[config.mk]
export PLATFORM = sky130hd
export DESIGN_NAME = pipe_addsub
export DESIGN_NICKNAME = d
export VERILOG_FILES = /design/src/rtl/pipe_addsub.sv
export SDC_FILE = /design/constraint.sdc
export NUM_CORES = 1
export LEC_CHECK = 0
export ABC_AREA = 1
export CAP_MARGIN = 15
export CORE_MARGIN = 2
export CORE_UTILIZATION = 25
export DETAILED_ROUTE_END_ITERATION = 7
export PLACE_DENSITY = 0.47
export SYNTH_ARGS = -nofsm -noshare
export SYNTH_HDL_FRONTEND = slang
export SYNTH_SLANG_ARGS = --single-unit
export TNS_END_PERCENT = 5
[constraint.sdc]
create_clock -name clk -period 2.9 [get_ports clk]
set_input_delay 0.435 -clock clk [delete_from_list [all_inputs] [get_ports clk]]
set_output_delay 0.435 -clock clk [all_outputs]
set_load 0.005 [all_outputs]
[src/rtl/pipe_addsub.sv]
// pipe_addsub -- segmented, pipelined two's-complement adder/subtractor.
//
// The WIDTH-bit operation is split into NSEG = WIDTH/SEG_W carry-chain
// segments. Stage k adds segment k-1 of A and B' together with the registered
// carry from stage k-1, so no carry ripples across a register boundary.
// Operands still to be summed and completed result segments travel alongside
// the partial sums. When SAT_EN=1, one more stage clamps signed overflow to the
// most positive or most negative value.
//
// Latency is NSEG cycles with SAT_EN=0 and NSEG+1 cycles with SAT_EN=1. The
// block accepts one op per clock, has no backpressure, and returns results in
// order.
//
// Ports:
//   clk        clock
//   rst        synchronous reset, active-high; clears every stage
//   in_valid   operands and mode are valid this cycle
//   sub        0: A+B, 1: A-B (sampled with in_valid)
//   in_a       operand A, WIDTH bits
//   in_b       operand B, WIDTH bits
//   out_valid  one-cycle pulse per completed op
//   rslt       result; holds its last value while out_valid=0
//   carry_out  carry out of the MSB (sub: 1 = no borrow)
//   ovf        signed overflow of the unsaturated result
module pipe_addsub #(
  parameter int WIDTH  = 32,
  parameter int SEG_W  = 16,
  parameter int SAT_EN = 0
) (
  input  logic             clk,
  input  logic             rst,
  input  logic             in_valid,
  input  logic             sub,
  input  logic [WIDTH-1:0] in_a,
  input  logic [WIDTH-1:0] in_b,
  output logic             out_valid,
  output logic [WIDTH-1:0] rslt,
  output logic             carry_out,
  output logic             ovf
);

  localparam int NSEG = WIDTH / SEG_W;

  generate
    if (WIDTH % SEG_W != 0) begin : g_width_check
      $error("pipe_addsub: WIDTH (%0d) must be a multiple of SEG_W (%0d)", WIDTH, SEG_W);
    end
  endgenerate

  // Clamp to the extreme value with the sign of A. On signed overflow, A and
  // B' share the same sign, and the true result lies beyond that end of the
  // range.
  function automatic logic signed [WIDTH-1:0] saturate(
    input logic signed [WIDTH-1:0] sum,
    input logic                    ovf_in,
    input logic                    a_msb
  );
    if (!ovf_in) begin
      return sum;
    end else if (a_msb) begin
      return {1'b1, {(WIDTH-1){1'b0}}};
    end else begin
      return {1'b0, {(WIDTH-1){1'b1}}};
    end
  endfunction

  // Registered state after stage k (k = 1..NSEG).
  logic signed [WIDTH-1:0] a_p   [1:NSEG];
  logic signed [WIDTH-1:0] b_p   [1:NSEG];  // B' (already inverted for sub)
  logic signed [WIDTH-1:0] s_p   [1:NSEG];  // lower k segments of the result
  logic                    c_p   [1:NSEG];  // carry into segment k
  logic                    vld_p [1:NSEG];

  // Inputs seen by stage k+1 (k = 0..NSEG-1): the ports for k=0, otherwise
  // the registers of the preceding stage.
  logic signed [WIDTH-1:0] st_a  [0:NSEG-1];
  logic signed [WIDTH-1:0] st_b  [0:NSEG-1];
  logic signed [WIDTH-1:0] st_s  [0:NSEG-1];
  logic                    st_c  [0:NSEG-1];
  logic                    st_v  [0:NSEG-1];

  logic        [SEG_W:0]   seg_sum [0:NSEG-1];
  logic signed [WIDTH-1:0] s_nxt   [0:NSEG-1];

  genvar k;
  generate
    for (k = 0; k < NSEG; k++) begin : g_seg
      if (k == 0) begin : g_first
        // Subtraction is A + ~B + 1, with the +1 entering as the carry-in.
        assign st_a[k] = in_a;
        assign st_b[k] = sub ? ~in_b : in_b;
        assign st_s[k] = '0;
        assign st_c[k] = sub;
        assign st_v[k] = in_valid;
      end else begin : g_rest
        assign st_a[k] = a_p[k];
        assign st_b[k] = b_p[k];
        assign st_s[k] = s_p[k];
        assign st_c[k] = c_p[k];
        assign st_v[k] = vld_p[k];
      end

      assign seg_sum[k] = {1'b0, st_a[k][k*SEG_W +: SEG_W]}
                        + {1'b0, st_b[k][k*SEG_W +: SEG_W]}
                        + {{SEG_W{1'b0}}, st_c[k]};

      // Segments above k are still zero in st_s, so OR-ing inserts this one.
      assign s_nxt[k] = st_s[k] | (WIDTH'(seg_sum[k][SEG_W-1:0]) << (k*SEG_W));
    end
  endgenerate

  // ---- segment stages 1..NSEG ----
  // The data registers load only with a valid op, so bubbles leave the last
  // result in place all the way to the outputs.
  always_ff @(posedge clk) begin
    if (rst) begin
      for (int i = 1; i <= NSEG; i++) begin
        vld_p[i] <= 1'b0;
        a_p[i]   <= '0;
        b_p[i]   <= '0;
        s_p[i]   <= '0;
        c_p[i]   <= 1'b0;
      end
    end else begin
      for (int i = 1; i <= NSEG; i++) begin
        vld_p[i] <= st_v[i-1];
        if (st_v[i-1]) begin
          a_p[i] <= st_a[i-1];
          b_p[i] <= st_b[i-1];
          s_p[i] <= s_nxt[i-1];
          c_p[i] <= seg_sum[i-1][SEG_W];
        end
      end
    end
  end

  // Overflow of the wrapped sum, taken from the operand signs carried with it.
  logic signed [WIDTH-1:0] sum_w;
  logic                    ovf_w;
  logic                    a_msb_w;

  assign sum_w   = s_p[NSEG];
  assign a_msb_w = a_p[NSEG][WIDTH-1];
  assign ovf_w   = (a_msb_w == b_p[NSEG][WIDTH-1]) && (sum_w[WIDTH-1] != a_msb_w);

  generate
    if (SAT_EN != 0) begin : g_sat
      logic signed [WIDTH-1:0] rslt_ps;
      logic                    cout_ps;
      logic                    ovf_ps;
      logic                    vld_ps;

      // ---- saturation stage ----
      always_ff @(posedge clk) begin
        if (rst) begin
          vld_ps  <= 1'b0;
          rslt_ps <= '0;
          cout_ps <= 1'b0;
          ovf_ps  <= 1'b0;
        end else begin
          vld_ps <= vld_p[NSEG];
          if (vld_p[NSEG]) begin
            rslt_ps <= saturate(sum_w, ovf_w, a_msb_w);
            cout_ps <= c_p[NSEG];
            ovf_ps  <= ovf_w;
          end
        end
      end

      assign out_valid = vld_ps;
      assign rslt      = rslt_ps;
      assign carry_out = cout_ps;
      assign ovf       = ovf_ps;
    end else begin : g_wrap
      assign out_valid = vld_p[NSEG];
      assign rslt      = sum_w;
      assign carry_out = c_p[NSEG];
      assign ovf       = ovf_w;
    end
  endgenerate

endmodule

=== Word-level counts from Yosys, hierarchy flattened ===
Memory sizes are Yosys's and may differ from the RTL's.
Cells that the tools add are included.

* Output and inout bits: 35
* ROM bits: 0
* Memories kept: 5
* Input port bits: 68
* Bits in latches: 0
* Register bits after elaboration: 0
* Bits in writable memories: 196

* Equality and inequality tests: 2
* Add/subtract/negate cells: 4
* Shifts and indexed selects: 0
* $lt $le $gt $ge: 0
* $mul: 0
* Div/mod/pow operators: 0
* Multiplexer cells: 20
* Reduce and logical (&&, ||, !) cells: 1
* Bitwise gates (word level): 12

{| class="wikitable"
|+ Memory list
! memory !! depth !! bits a word !! read ports !! clocked after memory_dff !! write ports !! line !! RTL
|-
| a_p || 2 || 32 || 2 || 0 || 2 || 68 || <nowiki>logic signed [WIDTH-1:0] a_p [1:NSEG];</nowiki>
|-
| b_p || 2 || 32 || 2 || 0 || 2 || 69 || <nowiki>logic signed [WIDTH-1:0] b_p [1:NSEG];</nowiki>
|-
| s_p || 2 || 32 || 2 || 0 || 2 || 70 || <nowiki>logic signed [WIDTH-1:0] s_p [1:NSEG];</nowiki>
|-
| c_p || 2 || 1 || 2 || 0 || 2 || 71 || <nowiki>logic c_p [1:NSEG];</nowiki>
|-
| vld_p || 2 || 1 || 2 || 0 || 2 || 72 || <nowiki>logic vld_p [1:NSEG];</nowiki>
|}

{| class="wikitable"
|+ Operators with widths
! operator !! count
|-
| 32-bit 2-to-1 mux || 7
|-
| 16-bit by 16-bit adder with 17-bit output || 2
|-
| 17-bit by 1-bit adder with 17-bit output || 2
|-
| 32-bit NOT || 1
|-
| 32-bit bitwise OR || 1
|-
| 1-bit 2-to-1 mux || 13
|-
| 1-bit bitwise OR || 10
|-
| 1-bit == test || 1
|-
| 1-bit logical AND || 1
|-
| 1-bit != test || 1
|}

=== Depth between registers and ports, before layout ===
* Depth after elaboration: 5
* Gate-level depth with buffers: 14

=== Worst setup path before layout ===
Ideal clock, no wire load.

* Kind: input to register
* Start: input port sub
* End: memory s_p[1][11], data pin
* Required time: 2647 ps
* Buffers on the path: 2
* Arrival: 1929 ps
* Path slack: 719 ps
* Cell stages on the path: 12
* Cell sequence: buf_2 > buf_2 > xor2_1 > ha_1 > nand2_1 > inv_1 > a21oi_1 > o21ai_0 > nor2_1 > nand2_1 > nand2_1 > nor2_1

{| class="wikitable"
|+ RTL lines
! what !! line !! RTL
|-
| start: declaration || 33 || <nowiki>input logic sub,</nowiki>
|-
| end: declaration || 70 ||
|}

==> impl_metrics.py <==
metrics = {
    "clock_network": {
        "cts_tree": "built",
        "post_cts_buffers": 0,
        "clk_latency_ns": 0.34,
        "postCtsResizedCells": 0,
        "clkTransAtPathRegs_ns": 0.06,
        "htreeDepth": 3,
        "cts_buffers": 9,
        "cts_sinks": 86,
        "cts_root_buffer": "clkbuf_16",
        "cts_hold_buffers": 0,
        "cts_buffer_depth": 2,
    },
    "logic_synthesis": {
        "synth_top_flop_cell": "edfxtp_1",
        "yosysSeqAreaShare": 0.496,
        "syn-num-nets": 694,
        "synth_area_um2": 5170,
        "synth_area_leaders": "edfxtp_1 (49%), nand2_1 (8.0%), nor2_1 (7.9%), ha_1 (7.3%), inv_1 (6.9%)",
        "synth_cells": 593,
        "synth_edf_count": 84,
        "synth-seq-cells": 86,
        "synth_top_area_cell": "edfxtp_1",
        "synth_top_area_share": 0.488,
        "ys_async_sr_fraction": 0,
        "synth.avg_cell_area_um2": 8.72,
        "yosysWarnings": 0,
        "yosysUniqueCellTypes": 31,
    },
    "sta": {
        "finalMaxSlewViolations": 0,
        "fin_worst_skew_ns": 0.00845,
        "rsz0062_at_grt": "no",
        "finalSetupViolations": 0,
        "hold_viol_final": 0,
        "fin_crit_sh": 0.799,
        "fin_ws_ns": 0.584,
        "setup_tns_ns": 0,
        "worst_slew_pin_slew_ns": 0.627,
        "fmax_ghz": 0.432,
        "fin_crit_ns": 2.32,
        "slew_headroom": 0.582,
    },
    "critical_path": {
        "cp-startpoint": "in_a[0]",
        "start_kind": "input pin",
        "r2r_cells": 9,
        "cp-end-kind": "flip-flop",
        "worstPathArrival_ns": 2.41,
        "r2r-start": "b_p[1][16]$_SDFFCE_PN0P_",
        "r2r_end": "s_p[2][30]$_SDFFCE_PN0P_",
        "path_class": "input pin to flip-flop",
        "cp_data_required_time_ns": 2.99,
        "worstPathMaxFanout": 4,
        "endpoint": "s_p[1][14]$_SDFFCE_PN0P_",
        "regToRegSetupSlack_ns": 0.85,
    },
    "die": {
        "dieArea_um2": 21800,
        "placementRows": 52,
        "fp.dieW_um": 148,
        "io_pins": 103,
        "die_height_um": 148,
        "core_area_um2": 20200,
        "start_util": 0.256,
    },
    "drt": {
        "first_iter_violations": 287,
        "viasPerCell": 4.11,
        "wirelength_um": 13000,
        "drc": 0,
        "firstDrtPassIters": 5,
        "wl_per_cell_um": 13.3,
        "drtAntennaViolNets": 0,
        "vias": 4014,
    },
    "job": {
        "cap_viol_max_count": 0,
    },
    "global_route": {
        "grtUsageTotal": 0.123,
        "antenna_found_initial": 0,
        "grt_pass1_vias": 3994,
        "grt_max_degree": 50,
        "grt_pass1_wl_um": 21100,
        "grt_overflow": 0,
    },
    "pwr": {
        "power.leakage_nw": 3.00,
        "power.density_nw_per_um2": 513,
        "irDropWorstVdd_v": 0.000194,
    },
    "hold_path": {
        "hp-class": "flip-flop to flip-flop",
    },
    "finish": {
        "area_growth_syn_to_layout_pct": 31.9,
        "final_layout_size_suffix_gt1_frac": 0.0581,
        "fin_nets": 803,
        "diodes": 0,
        "fillers": 2101,
    },
    "placed_design": {
        "io_buffers": 102,
        "preCtsSetupSlack_ns": 0.214,
        "place_congestion": 0.829,
        "dpl.hpwl_um": 10300,
    },
    "status": {
        "status": "complete, no violations",
    },
}
per-stage QoR:
stage / area, um^2 / total power [mW] / hold slack (ns) / utilization / cells
2_1_floorplan: 5170 / 2.04 / 0.519 / - / 593
3_3_place_gp: 6530 / 2.39 / 0.534 / 0.323 / 961
4_1_cts: 6820 / 3.55 / 0.558 / 0.337 / 976
6_report: 6820 / 3.50 / 0.553 / 0.337 / 976
3_5_place_dp: 6530 / 2.39 / 0.539 / 0.323 / 961
5_1_grt: 6820 / 3.70 / 0.577 / 0.337 / 976
cell usage after synthesis, types with 2 or more instances:
master and number:
fa_1 3, dfxtp_1 2, nand2_1 110, nand2_2 9
o21ai_2 2, nor3_1 3, nand3_1 17, nand4_1 5
o21ai_0 17, a21oi_1 46, nor2_1 109, inv_2 2
xnor2_1 17, xor2_1 16, buf_2 5, o21bai_1 2
nand3_2 2, buf_1 2, edfxtp_1 84, a21o_1 2
and2_1 2, inv_1 95, ha_1 30, clkbuf_1 3
a21oi_2 2
layout by cell type (no fill, tap or decap), types with 2 or more instances in the layout:
cell type	Yosys	final
o21ai_0	17	17
buf_4	0	6
nand3_1	17	17
ha_1	30	30
inv_2	2	2
a21oi_2	2	2
inv_1	95	95
a21oi_1	46	46
xor2_1	16	16
xnor2_1	17	17
clkdlybuf4s50_1	0	101
clkbuf_16	0	9
and2_1	2	2
o21bai_1	2	2
a21o_1	2	2
nand3_2	2	2
nor2_1	109	109
o21ai_2	2	2
nand4_1	5	5
nand2_2	9	10
fa_1	3	3
nand2_1	110	109
clkinvlp_4	0	2
nor3_1	3	3
dfxtp_1	2	2
edfxtp_1	84	84
critical path, stage by stage:
cell,delay (ns)
clkdlybuf4s50_1,0.48
inv_1,0.04
nand2_1,0.11
and2_1,0.16
inv_1,0.06
fa_1,0.41
o21ai_2,0.25
nand2_2,0.09
nand2_2,0.09
nand2_1,0.07
a21oi_1,0.15
nor2_1,0.06
cell families (layout without fill, tap and decap cells):
kind of cell	after synthesis	in the layout	synth area share
compound gates	74	74	0.0774
xor+xnor	33	33	0.0559
fa+ha+maj	33	33	0.0842
buf+inv	108	221	0.0816
flops	86	86	0.496
simple gates	259	259	0.205
sequential cells by signal (all words and copies together) (netlist names):
name and flops:
vld_p 2, c_p 2, s_p 48, b_p 17, a_p 17
routing by layer:
metal | vias up | GRT usage | wire, um
li1 | 2122 | - | -
met1 | 1791 | 0.189 | 6940
met2 | 94 | 0.172 | 5240
met3 | 7 | 0.0244 | 635
met4 | 0 | 0.0351 | 148
met5 | - | 0 | 0
final cells by class:
| class | instances | area, um^2 | area share |
|---|---|---|---|
| sequential | 86 | 2560 | 0.376 |
| multi-input combinational | 399 | 2190 | 0.321 |
| timing repair buffer | 109 | 1080 | 0.158 |
| inverter | 97 | 364 | 0.0534 |
| tap | 270 | 338 | 0.0495 |
| clock buffer | 9 | 225 | 0.0330 |
| clock inverter | 6 | 62.6 | 0.00917 |
worst min-delay path by stage:
| stage | from | cells after the start | end |
|---|---|---|---|
| 6_report | s_p[1][10]$_SDFFCE_PN0P_ | 2 | s_p[2][10]$_SDFFCE_PN0P_ |
| 5_1_grt | s_p[1][10]$_SDFFCE_PN0P_ | 2 | s_p[2][10]$_SDFFCE_PN0P_ |
| 4_1_cts | s_p[1][10]$_SDFFCE_PN0P_ | 2 | s_p[2][10]$_SDFFCE_PN0P_ |
| 3_5_place_dp | s_p[1][10]$_SDFFCE_PN0P_ | 2 | s_p[2][10]$_SDFFCE_PN0P_ |
| 3_3_place_gp | s_p[1][6]$_SDFFCE_PN0P_ | 2 | s_p[2][6]$_SDFFCE_PN0P_ |
| 2_1_floorplan | s_p[1][0]$_SDFFCE_PN0P_ | 2 | s_p[2][0]$_SDFFCE_PN0P_ |
report_power, final:
group | switching [mW] | leakage (nW) | total [mW] | internal (mW)
Clock | 0.479 | 0.135 | 1.14 | 0.661
Sequential | 0.0337 | 0.918 | 1.52 | 1.48
Combinational | 0.485 | 1.95 | 0.841 | 0.356
Power figures use the tool's default switching activity.
